$ cat config.mk
export PLATFORM = sky130hd
export DESIGN_NAME = turn_controller
export DESIGN_NICKNAME = d
export VERILOG_FILES = /design/src/rtl/turn_controller.sv
export SDC_FILE = /design/constraint.sdc
export NUM_CORES = 1
export LEC_CHECK = 0
export BUFFER_PORTS_ARGS = -buffer_cell sky130_fd_sc_hd__buf_4
export CORE_MARGIN = 5
export CORE_UTILIZATION = 35
export CTS_CLUSTER_DIAMETER = 100
export CTS_CLUSTER_SIZE = 8
export DETAILED_ROUTE_END_ITERATION = 10
export SYNTH_ARGS = -nofsm -noshare
export SYNTH_HDL_FRONTEND = slang
export SYNTH_SLANG_ARGS = --single-unit
$ cat constraint.sdc
create_clock -name clk -period 5.1 [get_ports clk]
set_clock_uncertainty 0.15 [all_clocks]
set_input_delay 0.51 -clock clk [delete_from_list [all_inputs] [get_ports clk]]
set_output_delay 0.51 -clock clk [all_outputs]
set_load 0.005 [all_outputs]
$ cat src/rtl/turn_controller.sv
// Chicken Cha-Cha-Cha game-flow controller: judges card picks against
// the track tile ahead of the current chicken and hands turns over.
module turn_controller #(
  parameter int NUM_CARDS     = 12,
  parameter int TRACK_LEN     = 24,
  parameter int START_GAP     = 6,
  parameter int WIN_STEPS     = 24,
  parameter int REVEAL_CYCLES = 8
) (
  input  logic        clk,
  input  logic        rst,
  input  logic        start,
  input  logic [1:0]  n_players,
  input  logic [1:0]  turn,
  input  logic        pick_valid,
  input  logic [3:0]  pick_idx,
  output logic [3:0]  card_addr,
  input  logic [2:0]  card_sym,
  output logic [4:0]  track_addr,
  input  logic [2:0]  track_sym,
  output logic        next_turn,
  output logic        reveal_on,
  output logic [19:0] pos_bus,
  output logic        winner_valid,
  output logic [1:0]  winner_id,
  output logic        busy
);

  localparam int HW =
    (REVEAL_CYCLES > 1) ? $clog2(REVEAL_CYCLES) : 1;
  localparam int SW = $clog2(WIN_STEPS + 1);
  localparam logic [4:0] LAST = 5'(TRACK_LEN - 1);
  localparam logic [SW-1:0] STEP_MAX = SW'(WIN_STEPS);
  localparam logic [HW-1:0] HOLD_LD = HW'(REVEAL_CYCLES - 1);

  typedef enum logic [2:0] {
    S_IDLE,
    S_WAIT,
    S_JUDGE,
    S_REVEAL,
    S_PASS,
    S_SETTLE,
    S_WIN
  } state_t;

  state_t               state;
  logic [4:0]           pos [4];
  logic [SW-1:0]        steps [4];
  logic [NUM_CARDS-1:0] mask;
  logic [HW-1:0]        hold;
  logic                 hit;
  logic [2:0]           np;

  logic [2:0] np_in;
  logic [4:0] cur_pos;
  logic [4:0] tile;
  logic       turn_ok;
  logic       taken;
  logic       pick_ok;
  logic       match;
  logic       won;
  logic       full;

  always_comb begin
    unique case (n_players)
      2'd0:    np_in = 3'd2;
      2'd1:    np_in = 3'd3;
      default: np_in = 3'd4;
    endcase
  end

  // A turn index outside the active player set selects no tile
  assign turn_ok    = {1'b0, turn} < np;
  assign cur_pos    = pos[turn];
  assign tile       = (cur_pos == LAST) ? 5'd0 : cur_pos + 5'd1;
  assign track_addr = turn_ok ? tile : 5'd0;
  assign match      = turn_ok && (card_sym == track_sym);
  assign won        = turn_ok && (steps[turn] == STEP_MAX);
  assign full       = &mask;
  assign pos_bus    = {pos[3], pos[2], pos[1], pos[0]};

  always_comb begin
    taken = 1'b0;
    for (int i = 0; i < NUM_CARDS; i++)
      if (pick_idx == 4'(i)) taken = mask[i];
  end

  assign pick_ok = pick_valid
                && (32'(pick_idx) < NUM_CARDS)
                && !taken;

  always_ff @(posedge clk or posedge rst) begin
    if (rst) begin
      state        <= S_IDLE;
      mask         <= '0;
      hold         <= '0;
      hit          <= 1'b0;
      np           <= 3'd0;
      card_addr    <= 4'd0;
      next_turn    <= 1'b0;
      reveal_on    <= 1'b0;
      winner_valid <= 1'b0;
      winner_id    <= 2'd0;
      busy         <= 1'b0;
      for (int p = 0; p < 4; p++) begin
        pos[p]   <= 5'd0;
        steps[p] <= '0;
      end
    end else begin
      next_turn <= 1'b0;
      unique case (state)
        S_IDLE, S_WIN: begin
          if (start) begin
            np           <= np_in;
            mask         <= '0;
            winner_valid <= 1'b0;
            winner_id    <= 2'd0;
            state        <= S_WAIT;
            for (int p = 0; p < 4; p++) begin
              pos[p]   <= (3'(p) < np_in) ? 5'(p * START_GAP) : 5'd0;
              steps[p] <= '0;
            end
          end
        end
        S_WAIT: begin
          if (pick_ok) begin
            card_addr <= pick_idx;
            busy      <= 1'b1;
            state     <= S_JUDGE;
            for (int i = 0; i < NUM_CARDS; i++)
              if (pick_idx == 4'(i)) mask[i] <= 1'b1;
          end
        end
        S_JUDGE: begin
          hit       <= match;
          hold      <= HOLD_LD;
          reveal_on <= 1'b1;
          state     <= S_REVEAL;
          if (match) begin
            pos[turn] <= tile;
            if (steps[turn] != STEP_MAX)
              steps[turn] <= steps[turn] + 1'b1;
          end
        end
        S_REVEAL: begin
          if (hold != '0) begin
            hold <= hold - 1'b1;
          end else begin
            reveal_on <= 1'b0;
            if (won) begin
              winner_valid <= 1'b1;
              winner_id    <= turn;
              busy         <= 1'b0;
              state        <= S_WIN;
            end else if (hit && !full) begin
              busy  <= 1'b0;
              state <= S_WAIT;
            end else begin
              next_turn <= 1'b1;
              state     <= S_PASS;
            end
          end
        end
        S_PASS: begin
          mask  <= '0;
          state <= S_SETTLE;
        end
        S_SETTLE: begin
          busy  <= 1'b0;
          state <= S_WAIT;
        end
        default: state <= S_IDLE;
      endcase
    end
  end

endmodule

; ---- Word-level counts from Yosys, hierarchy flattened
; Cells that the tools add are included.
[classes]
add_sub_neg = 3
multipliers = 0
div_mod_pow = 0
magnitude_cmp = 7
n_eq_ne = 42
shifts = 0
n_mux = 77
bitwise = 1
reduce_logical = 40
[op_table]
columns = operator, count
row1 = $mux 20, 5
row2 = $pmux 20 s2, 2
row3 = $reduce_and 4->1, 15
row4 = $bwmux 20, 2
row5 = $mux 5, 8
row6 = $ne 2x2->1 const B, 19
row7 = $mux 1, 36
row8 = $pmux 12 s3, 1
row9 = $mux 12, 2
row10 = $mux 3, 7
row11 = $bmux 5 s2, 2
row12 = $pmux 3 s6, 1
row13 = $eq 4x3->1 const B, 4
row14 = $eq 4x4->1 const B, 4
row15 = $pmux 3 s2, 2
row16 = $reduce_and 12->1, 1
row17 = $add 5x1->5 const B, 2
row18 = $demux 5 s2, 1
row19 = $eq 5x5->1 const B, 2
row20 = $eq 3x3->1 const B, 3
row21 = $reduce_bool 3->1, 3
row22 = $eq 4x2->1 const B, 2
row23 = $reduce_and 2->1, 4
row24 = $eq 3x2->1 const B, 2
row25 = 27 further kinds, 40
[totals]
reg_bits = 72
latch_bits = 0
mem_bits_rw = 0
mem_bits_ro = 0
input_bits = 18
out_inout_bits = 35
word_cells = 200
mem_count = 0

; ---- Longest topological paths before layout
[depth]
depth_word = 17
mapped_depth = 9

; ---- Least setup slack after synthesis
; Ideal clock, no wire load.
[synth_timing]
kind = in2out
from = in turn[0]
to = out track_addr[3]
arrival_ns = 1.858
required_time_ns = 4.440
path_slack_ns = 2.582
stages = 6
n_path_buf = 1
path_cell_list = buf_6 mux4_2 ha_1 a211oi_1 a21oi_2 nor2_1
[synth_via]
elab_chain_cells = 7
elab_cells_between_ends = 9
[synth_lines]
columns = element, line_no
row1 = start: declaration, 14  ; input logic [1:0] turn,
row2 = $not 2->3 (not written as such), 74  ; assign cur_pos = pos[turn];
row3 = $bmux 5 s2, 74
row4 = $mux 5 (not written as such) (2 in a row), 74
row5 = $add 5x1->5 or $eq 5x5->1 (tied branches), 75  ; assign tile = (cur_pos == LAST) ? 5'd0 : cur_pos + 5'd1;
row6 = $mux 5, 75
row7 = $mux 5 *, 76  ; assign track_addr = turn_ok ? tile : 5'd0;
row8 = end: declaration, 19  ; output logic [4:0] track_addr,
; Every way passes the cells marked *; elsewhere a longest branch is shown, timed or not. The select of a mux whose other input is x is not followed.

; ---- Worst setup path after layout
[layout_timing]
from = in turn[0]
to = out track_addr[4]
; Same word-level chain as after synthesis.

==> results.md <==
- The total nets after synthesis is 397.
- The final net count is 446.
- Synthesis inferred 72 register bits.
- The kind of cell adding the most delay to the critical path is multiplexers.
- For this design the static power due to leakage is 2.04 nW.
- Of the post-synthesis cell area, the dominant cell type holds 0.459.
- The number of global-route vias before repair was 3214.
- Dividing the detail-routed wire length by the instance count gives 17.2 um.
- The worst setup path is launched from a primary input.
- Total power for the finished layout comes to 2.22 mW.
- The category of the critical setup timing path is in2out.
- During I/O placement, the number of pins put on the boundary was 53.
- In this run the remaining antenna-violating nets after routing total 0.
- The mapped netlist covers 3930 sq um.
- CTS built an H-tree with a depth of 3.
- Counting every sink on the clock net gives 72.
- The worst path meets setup with 2.11 ns of slack.
- The synthesized instance count is 373.
- The fraction of synthesis flops using an asynchronous set or reset pin is 1.00.
- The delay contributed by the slowest stage of the critical path is 0.60 ns.
- The main combinational cell family by area after synthesis is compound AO/OA/AOI/OAI gates.
- Max-cap violations in this run came to 0.
- The library cell appearing most often on the critical path is buf_4.
- The area of the die is 13400 sq um.
- The routed layout has 3073 vias.
- The worst-case IR drop observed on VDD is 210 uV.
- The total of fill cells in the finished design is 1058.
- The first global-routing pass estimated 16200 um of wire.
- The initial utilization of the core area, before any placement, comes to 0.359.
- The area share of fa/ha/maj cells after synthesis is 0.0217.
- Setup repair after global routing left no endpoint under its margin.
- The quantity of hold-fixing buffers added after cts is 0.
- Of the cells placed in the final design, the portion with a size suffix greater than 1 is 0.228.
- Traced cell by cell, the critical path runs through buf_4, mux4_2, ha_1, nand2_1, nor3b_1, a21oi_1, nor2_1, buf_4.
- The number of buffers created by CTS is 9.
- Data arrives at the worst endpoint at 2.33 ns.
- The width of the die is 116 um.
- The complex-gate fraction of the synthesized area came to 0.221.
- In this run, distinct cell masters in the synthesized netlist total 56.
- The upper clock frequency limit is 335 MHz.
- Of the total synthesized cell area, the portion taken by AND, OR, NAND and NOR gates is 0.173.
- The number of enable flip-flop cells after synthesis is 0.
- The maximum number of pins on one net before global-route repair is 42.
- The repair_antennas step left the layout with diodes totalling 0.
- In this run the clock root is driven by a clkbuf_16.
- The transition time of the tightest slew-check pin is 0.869 ns.
- The total buffers and inverters traversed by the critical path is 2.
- The final wirelength is 9760 um.
- The power density over the cells is 468 nW/um^2.
- Final hold analysis gives a worst-case slack of 0.221 ns.
- In this run the critical register-to-register path is captured at pos_bus[12].
- The signed area change from the synthesized netlist to the final layout is 20.6%.
- The worst-case clock buffer depth is 2.
- At the later pin of the worst-skew pair, clock insertion delay measures 0.33 ns.
- The largest total area in the synthesized netlist belongs to dfrtp_1.
- The worst-path maximum fanout is 21.
- The most common flop cell mapped by yosys is dfrtp_1.
- In the post-synthesis netlist, the biggest area contributors are dfrtp_1, mux4_2, nand2_1, o31ai_1, a22o_1.
- During synthesis, Yosys emitted a total of 0 warnings.
- The flow ran to the end, and the final reports show no timing, DRC or antenna violations.
- The leftover overflow at the end of global routing is 0.
- For the worst setup path, the data required time is 4.44 ns.
- The clock transition at the register clock pins on the worst setup and hold paths after CTS is 0.06 ns.
- The multi-input combinational cells in the finished layout cover a total of 2000 sq um.
- Routability-driven placement finished with a final weighted congestion of 0.828.
- The share of synthesized area spent on multiplexers is 0.0794.
- The number of iterations in the first detailed-routing pass is 5.
- The final count of hold timing violations came to 0.
- The share of the synthesized netlist area taken by xor and xnor gates is 0.0134.
- The worst max-slew margin expressed relative to the limit is 0.420.
- The portion of the post-synthesis area used by sequential elements is 0.459.
- The number of pins exceeding their max-slew limit in the final report was 0.
- The total track usage is 0.154.
- After routing, the total negative slack on setup checks comes to 0 ns.
- The nature of the critical path endpoint is a primary output.
- The worst hold path class is in2async.
- In this run the register-to-register setup slack is 2.23 ns.
- Once layout is complete, the utilization of the core stands at 0.433.
- Among all stages on the critical path, the largest delay is contributed by mux4_2.
- The core outline area is 10900 sq um.
- The startpoint identified for the worst register-to-register timing path is state[0].
- After detailed routing, the number of vias per cell comes to 5.43.
- Once the clock tree was built, the setup fixing pass inserted 0 buffers.
- Yosys instantiated no cell more often than dfrtp_1.
- The commonest cells after synthesis are dfrtp_1, nand2_1, o21ai_0.
- Setup violations remaining at the end of the flow were counted as 0.
- The number of gates given a new drive strength after cts is 0.
- The count of buffers from port buffering is 52.
- The number of antenna violations at the first check in global routing is 0.
- The total number of placement rows is 38.
- The path depth of the worst reg2reg path is 6.
- The final worst-path cycle share is 0.586.
- The count of routing violations after the opening detailed-route iteration is 126.
- The minimum period implied by the final worst setup slack is 2.99 ns.
- In the routed design, unresolved DRC markers number 0.
- The area taken by flip-flops and latches is 1800 sq um.
- Once detailed placement completed, the half-perimeter wirelength came to 7100 um.
- TritonCTS built the clock tree.
- A synthesized cell averages 10.5 sq um.
- The die is 116 um tall.
- The post-placement worst setup slack is 2.11 ns.
-- report_power, final --
group	internal (mW)	switching [mW]	total (mW)	leakage (nW)
clock	0.439	0.234	0.673	0.155
combinational	0.334	0.354	0.687	0.950
sequential	0.718	0.138	0.856	0.931
-- sequential cells by signal, indices dropped and copies added, names as in the netlist --
name	cells
np	3
reveal_on	1
busy	1
card_addr	4
state	3
pos_bus	20
hold	3
winner_valid	1
next_turn	1
hit	1
steps	20
mask	12
winner_id	2
-- worst max-delay path by stage --
stage,cells past startpoint,to,from,slack [ns]
2_1_floorplan,6,track_addr[3],turn[0],2.58
3_3_place_gp,8,track_addr[4],turn[0],2.14
3_5_place_dp,8,track_addr[4],turn[0],2.11
4_1_cts,8,track_addr[4],turn[0],2.10
5_1_grt,8,track_addr[4],turn[0],1.98
6_report,8,track_addr[4],turn[0],2.11
-- layer usage --
| layer | global-route usage | part of all wire | wire length (um) | up-vias |
|---|---|---|---|---|
| li1 | - | - | - | 1480 |
| met1 | 0.208 | 0.45 | 4340 | 1496 |
| met2 | 0.242 | 0.49 | 4760 | 91 |
| met3 | 0.0439 | 0.060 | 589 | 6 |
| met4 | 0.0449 | 0.0065 | 63 | 0 |
| met5 | 0 | 0 | 0 | - |
-- worst register-to-register path, stage by stage, from the launching register on --
cell and delay (ns):
dfrtp_1 0.66, nor3b_4 0.72, nand4_2 0.28, o21ba_4 0.44
nor2_1 0.17, a21oi_1 0.22, o22a_1 0.16
-- logic make-up after synthesis --
logic type,after synthesis
and+or+nand+nor,132
AOI/OAI and AO/OA,113
DFF,72
buffers and inverters,26
muxes,17
adders and majority gates,7
xor gates and xnor gates,6
-- cell type report --
type | instances | area share
clock inverter | 5 | 0.0172
clock buffer | 10 | 0.0505
multi-input combinational | 275 | 0.422
sequential | 72 | 0.381
inverter | 11 | 0.00872
timing repair buffer | 53 | 0.0841
tap | 140 | 0.0370
-- placed cells by master (no fill, tap or decap), types with 3 or more instances in the layout --
master	synthesis	final
a21o_1	5	5
a21oi_1	13	13
a22o_1	14	14
buf_4	1	53
clkbuf_16	0	9
dfrtp_1	72	72
ha_1	6	6
inv_1	11	10
mux2_1	3	3
mux2i_1	3	3
mux4_2	11	11
nand2_1	59	59
nand2b_1	13	13
nand3_1	6	6
nand4_1	4	4
nor2_1	16	16
nor2b_1	9	9
nor3_1	6	6
nor3b_1	4	4
o211ai_4	4	4
o21ai_0	23	23
o22a_1	3	3
o2bb2ai_1	10	10
o31ai_1	22	22
xnor2_1	5	5
-- through the flow --
step | instances | area, sq um
floorplan | 373 | 3930
global placement | 551 | 4410
detailed placement | 551 | 4410
CTS | 566 | 4730
global route | 566 | 4730
finish | 566 | 4730
Power figures use the tool's default switching activity.
